[src/rtl/tdm_demux4.sv]
// Time-division 1-to-4 demultiplexer: routes a framed serial sample stream onto
// four registered lanes, tracking the slot position internally after the first sync.
module tdm_demux4 #(
   parameter int WIDTH = 1
) (
   input  logic             clk,
   input  logic             rst_n,
   input  logic [WIDTH-1:0] din,
   input  logic             din_valid,
   input  logic             sync,
   output logic [WIDTH-1:0] y0,
   output logic [WIDTH-1:0] y1,
   output logic [WIDTH-1:0] y2,
   output logic [WIDTH-1:0] y3,
   output logic [3:0]       lane_stb,
   output logic [1:0]       slot,
   output logic             locked,
   output logic             frame_done,
   output logic             sync_err
);

   typedef enum logic {HUNT = 1'b0, LOCK = 1'b1} state_t;

   state_t           state_q, state_d;
   logic [WIDTH-1:0] y_q [4];
   logic [WIDTH-1:0] y_d [4];
   logic [3:0]       stb_q, stb_d;
   logic [1:0]       slot_q, slot_d;
   logic             locked_q, locked_d;
   logic             fd_q, fd_d;
   logic             se_q, se_d;

   // Next-state: pulses default low, lanes and slot hold unless a write occurs.
   always_comb begin
      state_d  = state_q;
      y_d      = y_q;
      stb_d    = 4'b0000;
      slot_d   = slot_q;
      locked_d = locked_q;
      fd_d     = 1'b0;
      se_d     = 1'b0;
      case (state_q)
         HUNT: begin
            if (din_valid && sync) begin
               y_d[0]   = din;
               stb_d    = 4'b0001;
               slot_d   = 2'd1;
               locked_d = 1'b1;
               state_d  = LOCK;
            end else begin
               state_d = HUNT;
            end
         end
         LOCK: begin
            if (din_valid && sync) begin
               // A sync always restarts the frame at slot 0; off-slot ones are flagged.
               se_d   = (slot_q != 2'd0);
               y_d[0] = din;
               stb_d  = 4'b0001;
               slot_d = 2'd1;
            end else if (din_valid) begin
               y_d[slot_q] = din;
               stb_d       = 4'b0001 << slot_q;
               slot_d      = slot_q + 2'd1;
               fd_d        = (slot_q == 2'd3);
            end else begin
               slot_d = slot_q;
            end
         end
         default: begin
            state_d = HUNT;
         end
      endcase
   end

   // State and output registers with synchronous active-low reset.
   always_ff @(posedge clk) begin
      if (!rst_n) begin
         state_q  <= HUNT;
         for (int i = 0; i < 4; i++) begin
            y_q[i] <= '0;
         end
         stb_q    <= 4'b0000;
         slot_q   <= 2'd0;
         locked_q <= 1'b0;
         fd_q     <= 1'b0;
         se_q     <= 1'b0;
      end else begin
         state_q  <= state_d;
         y_q      <= y_d;
         stb_q    <= stb_d;
         slot_q   <= slot_d;
         locked_q <= locked_d;
         fd_q     <= fd_d;
         se_q     <= se_d;
      end
   end

   assign y0         = y_q[0];
   assign y1         = y_q[1];
   assign y2         = y_q[2];
   assign y3         = y_q[3];
   assign lane_stb   = stb_q;
   assign slot       = slot_q;
   assign locked     = locked_q;
   assign frame_done = fd_q;
   assign sync_err   = se_q;

endmodule

[config.mk]
export PLATFORM = sky130hd
export DESIGN_NAME = tdm_demux4
export DESIGN_NICKNAME = d
export VERILOG_FILES = /design/src/rtl/tdm_demux4.sv
export SDC_FILE = /design/constraint.sdc
export NUM_CORES = 1
export LEC_CHECK = 0
export CAP_MARGIN = 15
export CORE_AREA = 2 2 39 41
export DETAILED_ROUTE_END_ITERATION = 16
export DIE_AREA = 0 0 41 43
export HOLD_SLACK_MARGIN = 0.02
export PLACE_DENSITY = 0.75
export SYNTH_ARGS = -nofsm -noshare
export SYNTH_HDL_FRONTEND = slang
export SYNTH_SLANG_ARGS = --single-unit
[constraint.sdc]
create_clock -name clk -period 2.1 [get_ports clk]
set_input_delay 0.42 -clock clk [delete_from_list [all_inputs] [get_ports clk]]
set_output_delay 0.42 -clock clk [all_outputs]
set_load 0.02 [all_outputs]
==> metrics.md, run 1 <==
| Metric | Value |
|---|---|
| Routed WL | roughly 940 µm |
| Clock tree buffer depth | 2 |
| Ranking of synthesized cells by area | dfxtp_1 (49%), ha_1 (11%), nand2_1 (7.3%) |
| CP Max Fanout | 8 |
| Final worst-path cycle share | 0.867 |
| Critical path startpoint | slot[0] |
| Crit-path slowest cell | clkdlybuf4s50_1 |
| Asr flop ratio synth | 0 |
| Fin util | 0.563 |
| RSZ-0062 raised after global routing | false |
| Post-synth EDFFs | 0 |
| Via count | between 400 and 500 |
| Largest register FFs | 4 |
| Vias/cell | 4.71 |
| Start of the worst register-to-register path | slot[0] |
| Critical-path cell list | clkdlybuf4s50_1 |
| Flop pwr share | 0.532 |
| Clock power share | 0.367 |
| Setup_tns | 0 ns |
| # rows | 14 |
| WP data required | around 1.7 ns |
| Routed Antenna Nets | 0 |
| # Post-CTS Setup Buffers | 0 |
| Most common cell in the netlist | dfxtp_1 |
| Clk_skew | between 0.006 and 0.007 ns |
| Ant diodes | 0 |
| Comb power frac | 0.101 |
| Synth unique cells | 17 |
| Die Y | about 43 µm |
| Crit path time final | ~1.8 ns |
| Lkg Pwr | around 0.34 nW |
| Power Density | a little under 700 nW/µm² |
| Max cap viols | 0 |
| Reg-to-Reg End | y0 |
| Fmax | between 500 and 600 MHz |
| Ratio of cells with drive above 1 in the final layout | 0.0513 |
| WL per Instance | about 10 µm |
| Critical Path AT | 1.40 ns |
| Post-CTS Hold Fix Bufs | 0 |
| Final slew viol count | 0 |
| Hold Vio Cnt, Final | 0 |
| Die area | between 1500 and 2000 µm² |
| Largest net degree at the start of global routing | 15 |
| Psw | ~0.00012 W |
| HP Class | flip-flop to flip-flop |
| Mapped Avg Cell Area | 9.65 µm² |
| Filler cells | about 130 |
| Global Route Usage Sum | 0.128 |
| Delay of the slowest critical-path stage | ~0.65 ns |
| Rel. slew slack | 0.701 |
| Worst-path clk slew | approximately 0.08 ns |
| Crit-path leading delay family | buffers and inverters |
| CTS tree | built |
| Die Wd | ~40 µm |
| Total power | between 0.0005 and 0.0006 W |
| GRT Residual Overflow | 0 |
| Antenna violations before repair | 0 |
| Top FF cell, synth | dfxtp_1 |
| Port buffer count | 17 |
| Internal reg-to-reg setup slack | between 0.8 and 0.9 ns |
| Initial Util | 0.411 |
| Crit path buffers/inverters | 1 |
| RePlAce Congestion | 0.695 |
| Synth Cell Area | ~570 µm² |
| Mapped Nets | 69 |
| Slew of the pin with the lowest slew margin | roughly 0.45 ns |
| First-pass GRT wire length | between 1.5 and 2 mm |
| Critical path class | flip-flop to output port |
| Critical path capture point type | output port |
| Share of the synthesized area in the top cell type | 0.492 |
| WP depth | 1 |
| Internal power | a little over 0.0004 W |
| Post-synthesis sequential area ratio | 0.492 |
| Run status | completed |
| Final #Nets | 89 |
| Vias in the first global route | approximately 380 |
| Reg2reg path depth | 5 |
| Critical Path Sink | slot[0] |
| First-pass detailed-route iteration total | 4 |
| Maximum VDD drop | 365 µV |
| Initial DRC count | 5 |
| IO Pins | 18 |
| Startpoint types | flip-flop |
| H-tree depth | 1 |
| Worst-Skew Late Latency | 0.28 ns |
| Sw Ratio | 0.229 |
| Root buf cell | clkbuf_4 |
| CTS sink count | 14 |
| Layout area overhead | 36.9% |
| Seq cells post-synth | 14 |
| Synth top cells by count | dfxtp_1 (14), nand2_1 (11), nor2_1 (6) |
| Resized Gates After CTS | 0 |
| Final Setup Violations | 0 |
| Gate Count Post-Synth | 59 |
| Core area | 1380 µm² |
| CTS buffer count | 3 |
| Yosys top cell by area | dfxtp_1 |
| Remaining routing DRC violations | 0 |
| Synth Warn # | 0 |
[stage by stage]
stage | instances | instance area [µm²] | setup WS (ns) | hold slack [ns]
3_5_place_dp | 90 | 743 | 0.404 | 0.454
4_1_cts | 94 | 779 | 0.259 | 0.469
3_3_place_gp | 90 | 743 | 0.431 | 0.446
5_1_grt | 94 | 779 | 0.178 | 0.479
6_report | 94 | 779 | 0.279 | 0.461
2_1_floorplan | 59 | 569 | 0.832 | 0.504
[cells in the final DEF, fill, tap and decap left out, drive strengths merged]
cell type and instances:
clkdlybuf4s50 17, nand2 11, nand4 1, mux2i 4, o211a 1, dfxtp 14, a21oi 3, clkbuf 4
ha 5, nand3 2, inv 2, a2bb2oi 1, nor2 6, and3b 1, nor2b 3, and3 1
o21a 2
[routing by layer]
metal  GRT usage  routed length, µm  vias to the layer above
li1            -                  -                      233
met1       0.164                438                      195
met3      0.0157                 36                        2
met2       0.184                452                       13
met5           0                  0                        -
met4       0.100                 14                        0
[power groups by stage]
stage / combinational [W] / sequential (W) / clock (W)
finish: 0.0000532 / 0.000279 / 0.000192
global route: 0.0000584 / 0.000281 / 0.000219
CTS: 0.0000537 / 0.000279 / 0.000202
detailed placement: 0.0000535 / 0.000286 / 0
global placement: 0.0000529 / 0.000285 / 0
floorplan: 0.0000229 / 0.000291 / 0
[how the worst min path moves through the flow]
stage	from	endpoint	slack, ns	depth (start not counted)
global route	y0	y0	0.48	2
detailed placement	locked	locked	0.45	1
global placement	locked	locked	0.45	1
CTS	y0	y0	0.47	2
finish	y2	y2	0.46	2
floorplan	state_q	sync_err	0.50	2
[cell families after synthesis]
family / after synthesis / synth area share
AO/OA/AOI/OAI: 7 / 0.0857
adder cells (fa/ha/maj): 5 / 0.110
buffers and inverters: 4 / 0.0418
flip-flops: 14 / 0.492
multiplexers: 4 / 0.0703
AND/OR/NAND/NOR: 25 / 0.200
[layout make-up]
class	count	area [µm²]	share of cell area
Sequential cell	14	280	0.360
Tap cell	16	20.0	0.0257
Clock buffer	4	36.3	0.0465
Inverter	2	7.51	0.00963
Multi-Input combinational cell	41	265	0.340
Timing Repair Buffer	17	170	0.218
No activity file was read; power rests on OpenSTA's default activity.
==> inputs of run 2 (changes only) <==
--- a/config.mk
+++ b/config.mk
@@ -9,8 +9,10 @@
 export CORE_AREA = 2 2 39 41
 export DETAILED_ROUTE_END_ITERATION = 16
 export DIE_AREA = 0 0 41 43
+export GPL_TIMING_DRIVEN = 0
 export HOLD_SLACK_MARGIN = 0.02
 export PLACE_DENSITY = 0.75
+export SKIP_LAST_GASP = 1
 export SYNTH_ARGS = -nofsm -noshare
 export SYNTH_HDL_FRONTEND = slang
 export SYNTH_SLANG_ARGS = --single-unit
==> run 2 against run 1 <==
  * Non-clock buffer count is 2 higher
  * Final cell count rose by 2.1%
  * Critical path type unchanged
  * Largest cell class unchanged
  * Clock-buffer cell count stayed put
==> metrics.md, run 2 (synthesis results as in run 1) <==
| Metric | Value |
|---|---|
| Run status | completed |
| Critical path class | flip-flop to output port |
| Global Route Usage Sum | 0.161 |
| Worst-Skew Late Latency | roughly 0.28 ns |
| Layout area overhead | 39.8% |
| Vias/cell | ~4.8 |
| Largest register FFs | 4 |
| Hold_sp | y2 |
| Hold Path Sink | y2 |
| Critical path capture point type | output port |
| Setup_tns | 0 ns |
| CTS tree | built |
| Final worst-path cycle share | 0.871 |
| Maximum VDD drop | 359 µV |
| Commonest non-fill, non-tap cell in the layout | clkdlybuf4s50_1 |
| Post-CTS Hold Fix Bufs | 0 |
| Most frequent cells in the layout | clkdlybuf4s50_1 (17), dfxtp_1 (14), nand2_1 (11), nor2_1 (6), ha_1 (5) |
| First-pass detailed-route iteration total | 4 |
| Worst-path clk slew | 0.08 ns |
| H-tree depth | 1 |
| Die area | 1760 µm² |
| WP data required | 1.68 ns |
| Ratio of cells with drive above 1 in the final layout | 0.0750 |
| Critical Path AT | between 1 and 1.5 ns |
| # Post-CTS Setup Buffers | 0 |
| Routed Antenna Nets | 0 |
| Fin util | 0.575 |
| Total power | ~0.00053 W |
| Fmax | between 500 and 600 MHz |
| Critical-path cell list | clkdlybuf4s50_1 |
| Initial DRC count | 4 |
| Initial Util | 0.411 |
| Reg-to-Reg End | y0 |
| CTS buffer count | 3 |
| Reg2reg path depth | 5 |
| Max cap viols | 0 |
| First-pass GRT wire length | 1.87 mm |
| Final Instance Area | a little under 800 µm² |
| WL per Instance | 10.9 µm |
| Start of the worst register-to-register path | slot[0] |
| RSZ-0062 raised after global routing | false |
| Power Density | 661 nW/µm² |
| Die Wd | between 40 and 50 µm |
| IO Pins | 18 |
| Vias in the first global route | around 450 |
| Delay of the slowest critical-path stage | approximately 0.66 ns |
| Die Y | roughly 43 µm |
| Clock tree buffer depth | 2 |
| Core area | between 1000 and 1500 µm² |
| Internal reg-to-reg setup slack | ~0.86 ns |
| Slew of the pin with the lowest slew margin | between 0.2 and 0.3 ns |
| CTS sink count | 14 |
| HP Class | flip-flop to flip-flop |
| Final Setup Violations | 0 |
| Clk_skew | 0.00343 ns |
| Port buffer count | 17 |
| Rel. slew slack | 0.820 |
| Startpoint types | flip-flop |
| Final slew viol count | 0 |
| CP Max Fanout | 8 |
| # rows | 14 |
| Remaining routing DRC violations | 0 |
| Root buf cell | clkbuf_4 |
| Antenna violations before repair | 0 |
| Dpl cell area | between 700 and 800 µm² |
| Crit path time final | about 1.8 ns |
| Non-Filler Instances | between 90 and 100 |
| Post-DP HPWL | about 700 µm |
| GRT Residual Overflow | 0 |
| Worst hold stages | 2 |
| RePlAce Congestion | ~0.75 |
| Dpl cells | 92 |
| Hold Vio Cnt, Final | 0 |
| Ant diodes | 0 |
| Lkg Pwr | roughly 0.35 nW |
| Critical path startpoint | slot[0] |
| Via count | approximately 460 |
| Crit-path slowest cell | clkdlybuf4s50_1 |
| Crit path buffers/inverters | 1 |
| Largest net degree at the start of global routing | 11 |
| Final #Nets | slightly above 90 |
| Routed WL | around 1.0 mm |
| Crit-path leading delay family | buffers and inverters |
| Resized Gates After CTS | 0 |
[run 2: power by group]
| part | total (W) | switching (W) | internal [W] |
|---|---|---|---|
| Combinational | 0.0000561 | 0.0000277 | 0.0000284 |
| Clock | 0.000190 | 0.0000848 | 0.000105 |
| Sequential | 0.000280 | 0.00000750 | 0.000272 |
[run 2: final cells by class]
type                            instances  area [µm²]
Fill cell                             123         588
Sequential cell                        14         280
Multi-Input combinational cell         41         265
Timing Repair Buffer                   17         170
Clock buffer                            4        36.3
Tap cell                               16        20.0
Buffer                                  2        16.3
Inverter                                2        7.51
[run 2: layer usage]
metal | vias up | global-route usage | part of all wire
li1 | 240 | - | -
met5 | - | 0 | 0
met4 | 0 | 0.140 | 0.042
met2 | 15 | 0.222 | 0.47
met3 | 4 | 0.0314 | 0.037
met1 | 205 | 0.202 | 0.45
[run 2: stage by stage]
step                      hold slack (ns)  setup WS [ns]
final                               0.460          0.270
after global routing                0.506          0.184
after CTS                           0.466          0.256
after detailed placement            0.453          0.433
after global placement              0.447          0.445
after floorplan                     0.504          0.832
[run 2: worst max-delay path by stage]
stage,depth (start not counted),slack (ns),end
floorplan,5,0.83,y0
global route,1,0.18,slot[0]
CTS,1,0.26,slot[0]
global placement,5,0.45,y2
detailed placement,5,0.43,y1
finish,1,0.27,slot[0]
==> inputs of run 3 (changes only) <==
--- a/config.mk
+++ b/config.mk
@@ -6,12 +6,12 @@
 export NUM_CORES = 1
 export LEC_CHECK = 0
 export CAP_MARGIN = 15
-export CORE_AREA = 2 2 39 41
+export CORE_ASPECT_RATIO = 1.25
+export CORE_MARGIN = 2
+export CORE_UTILIZATION = 30
 export DETAILED_ROUTE_END_ITERATION = 16
-export DIE_AREA = 0 0 41 43
 export GPL_TIMING_DRIVEN = 0
 export HOLD_SLACK_MARGIN = 0.02
-export PLACE_DENSITY = 0.75
 export SKIP_LAST_GASP = 1
 export SYNTH_ARGS = -nofsm -noshare
 export SYNTH_HDL_FRONTEND = slang
==> run 3 against run 2 <==
  * Sequential power hardly changed
  * Critical path type unchanged
  * Critical path depth is the same
  * Final cell count up 3.1%
  * Die area grew 28%
  * Clock-buffer cell count stayed put
  * Combinational power fell by 1%
  * Non-clock buffer count unchanged
  * Total power increased by 0.69%
  * Final area increased by 0.47%
  * Global-route usage shrank 6.1 points
  * Flip-flop and latch count unchanged
  * Largest power group unchanged
==> metrics.md, run 3 (synthesis results as in run 1) <==
| Metric | Value |
|---|---|
| Run status | completed |
| Reg2reg path depth | 5 |
| Post-CTS Hold Fix Bufs | 0 |
| Critical path startpoint | slot[0] |
| Final worst-path cycle share | 0.866 |
| Lkg Pwr | around 0.35 nW |
| Antenna violations before repair | 0 |
| # Post-CTS Setup Buffers | 0 |
| Initial DRC count | 7 |
| CTS buffer count | 3 |
| Core area | approximately 1800 µm² |
| Vias in the first global route | 428 |
| WP depth | 1 |
| Clock tree buffer depth | 2 |
| Setup_tns | 0 ns |
| Critical Path AT | 1.40 ns |
| Final Setup Violations | 0 |
| WP data required | approximately 1.7 ns |
| IO Pins | 18 |
| Crit-path slowest cell | clkdlybuf4s50_1 |
| CTS tree | built |
| Internal power | about 0.00041 W |
| Post-DP HPWL | roughly 700 µm |
| Final Instance Area | around 800 µm² |
| WL per Instance | roughly 9.9 µm |
| Remaining routing DRC violations | 0 |
| Reg-to-Reg End | y0 |
| Layout area overhead | 40.4% |
| Total power | approximately 0.00053 W |
| Fmax | about 550 MHz |
| Die Y | around 53 µm |
| Start of the worst register-to-register path | slot[0] |
| RSZ-0062 raised after global routing | false |
| Startpoint types | flip-flop |
| Clock power share | 0.368 |
| Ant diodes | 0 |
| Crit-path leading delay family | buffers and inverters |
| Routed WL | 979 µm |
| Worst-path clk slew | ~0.090 ns |
| Resized Gates After CTS | 0 |
| Vias/cell | roughly 4.4 |
| Die area | about 2300 µm² |
| Ratio of cells with drive above 1 in the final layout | 0.0750 |
| Comb power frac | 0.105 |
| Flop pwr share | 0.527 |
| Sw Ratio | 0.234 |
| Dpl cells | between 90 and 100 |
| Routed Antenna Nets | 0 |
| H-tree depth | 1 |
| RePlAce Congestion | 0.654 |
| Most frequent cells in the layout | clkdlybuf4s50_1 (17), dfxtp_1 (14), nand2_1 (11), nor2_1 (6), ha_1 (5) |
| Maximum VDD drop | roughly 350 µV |
| Slew of the pin with the lowest slew margin | around 0.25 ns |
| Via count | between 400 and 500 |
| Internal reg-to-reg setup slack | 0.88 ns |
| Critical-path cell list | clkdlybuf4s50_1 |
| Hold Vio Cnt, Final | 0 |
| Largest net degree at the start of global routing | 11 |
| Crit path time final | between 1.5 and 2 ns |
| Final #Nets | 91 |
| Rel. slew slack | 0.830 |
| Power Density | ~660 nW/µm² |
| GRT Residual Overflow | 0 |
| Dpl cell area | ~760 µm² |
| # rows | 17 |
| Largest register FFs | 4 |
| Crit path buffers/inverters | 1 |
| HP Class | flip-flop to flip-flop |
| Psw | between 0.0001 and 0.00015 W |
| Final worst slack | 0.281 ns |
| First-pass detailed-route iteration total | 4 |
| Delay of the slowest critical-path stage | around 0.65 ns |
| Final slew viol count | 0 |
| Global Route Usage Sum | 0.101 |
| Worst-Skew Late Latency | about 0.27 ns |
| Filler cells | 197 |
| Setup WS pre-CTS | about 0.43 ns |
| Critical path class | flip-flop to output port |
| CTS sink count | 14 |
| Port buffer count | 17 |
| Critical Path Sink | slot[0] |
| Clk_skew | about 0.00038 ns |
| CP Max Fanout | 8 |
| Critical path capture point type | output port |
| Max cap viols | 0 |
| Commonest non-fill, non-tap cell in the layout | clkdlybuf4s50_1 |
| Die Wd | roughly 43 µm |
| Root buf cell | clkbuf_4 |
| First-pass GRT wire length | between 1.5 and 2 mm |
| Initial Util | 0.319 |
| Non-Filler Instances | between 90 and 100 |
==> run 3: cell counts in the layout (fill, tap and decap cells not counted) <==
Identical to the previous run, type by type.
==> run 3: per-stage QoR <==
| stage | utilization | hold slack (ns) |
|---|---|---|
| final | 0.447 | 0.463 |
| after global routing | 0.447 | 0.500 |
| after CTS | 0.447 | 0.467 |
| after detailed placement | 0.427 | 0.452 |
| after global placement | 0.427 | 0.450 |
| after floorplan | - | 0.504 |
==> run 3: worst min-delay path by stage <==
stage / startpoint / endpoint / slack [ns] / cells after the start
floorplan: state_q / sync_err / 0.50 / 2
global route: y3 / y3 / 0.50 / 2
CTS: y3 / y3 / 0.47 / 2
finish: y3 / y3 / 0.46 / 2
global placement: locked / locked / 0.45 / 1
detailed placement: y2 / y2 / 0.45 / 2
==> run 3: area by class of cell <==
class                   count  area (µm²)  area share
well taps                  19        23.8      0.0297
plain buffers               2        16.3      0.0203
multi-input cells          41         265       0.332
repair buffers             17         170       0.213
inverters                   2        7.51     0.00939
clock buffers               4        36.3      0.0454
flip-flops and latches     14         280       0.351
==> run 3: tightest hold or removal path, delay by kind of cell, from the launching register on <==
| kind | cells | cell delay (ns) |
|---|---|---|
| flip-flops | 1 | 0.32 |
| AND/OR/NAND/NOR | 1 | 0.05 |
| multiplexers | 1 | 0.05 |
==> run 3: metal layers <==
| layer | up-vias | routed length [µm] | global-route usage |
|---|---|---|---|
| li1 | 236 | - | - |
| met1 | 191 | 459 | 0.108 |
| met2 | 13 | 485 | 0.179 |
| met3 | 0 | 34 | 0.0310 |
| met4 | 0 | 0 | 0.0455 |
| met5 | - | 0 | 0 |
==> run 3: power by group through the flow <==
stage                     Clock (W)  Combinational (W)  Sequential, W
after global routing       0.000215          0.0000609       0.000280
final                      0.000195          0.0000554       0.000279
after detailed placement          0          0.0000556       0.000285
after CTS                  0.000204          0.0000561       0.000279
after floorplan                   0          0.0000229       0.000291
after global placement            0          0.0000554       0.000285
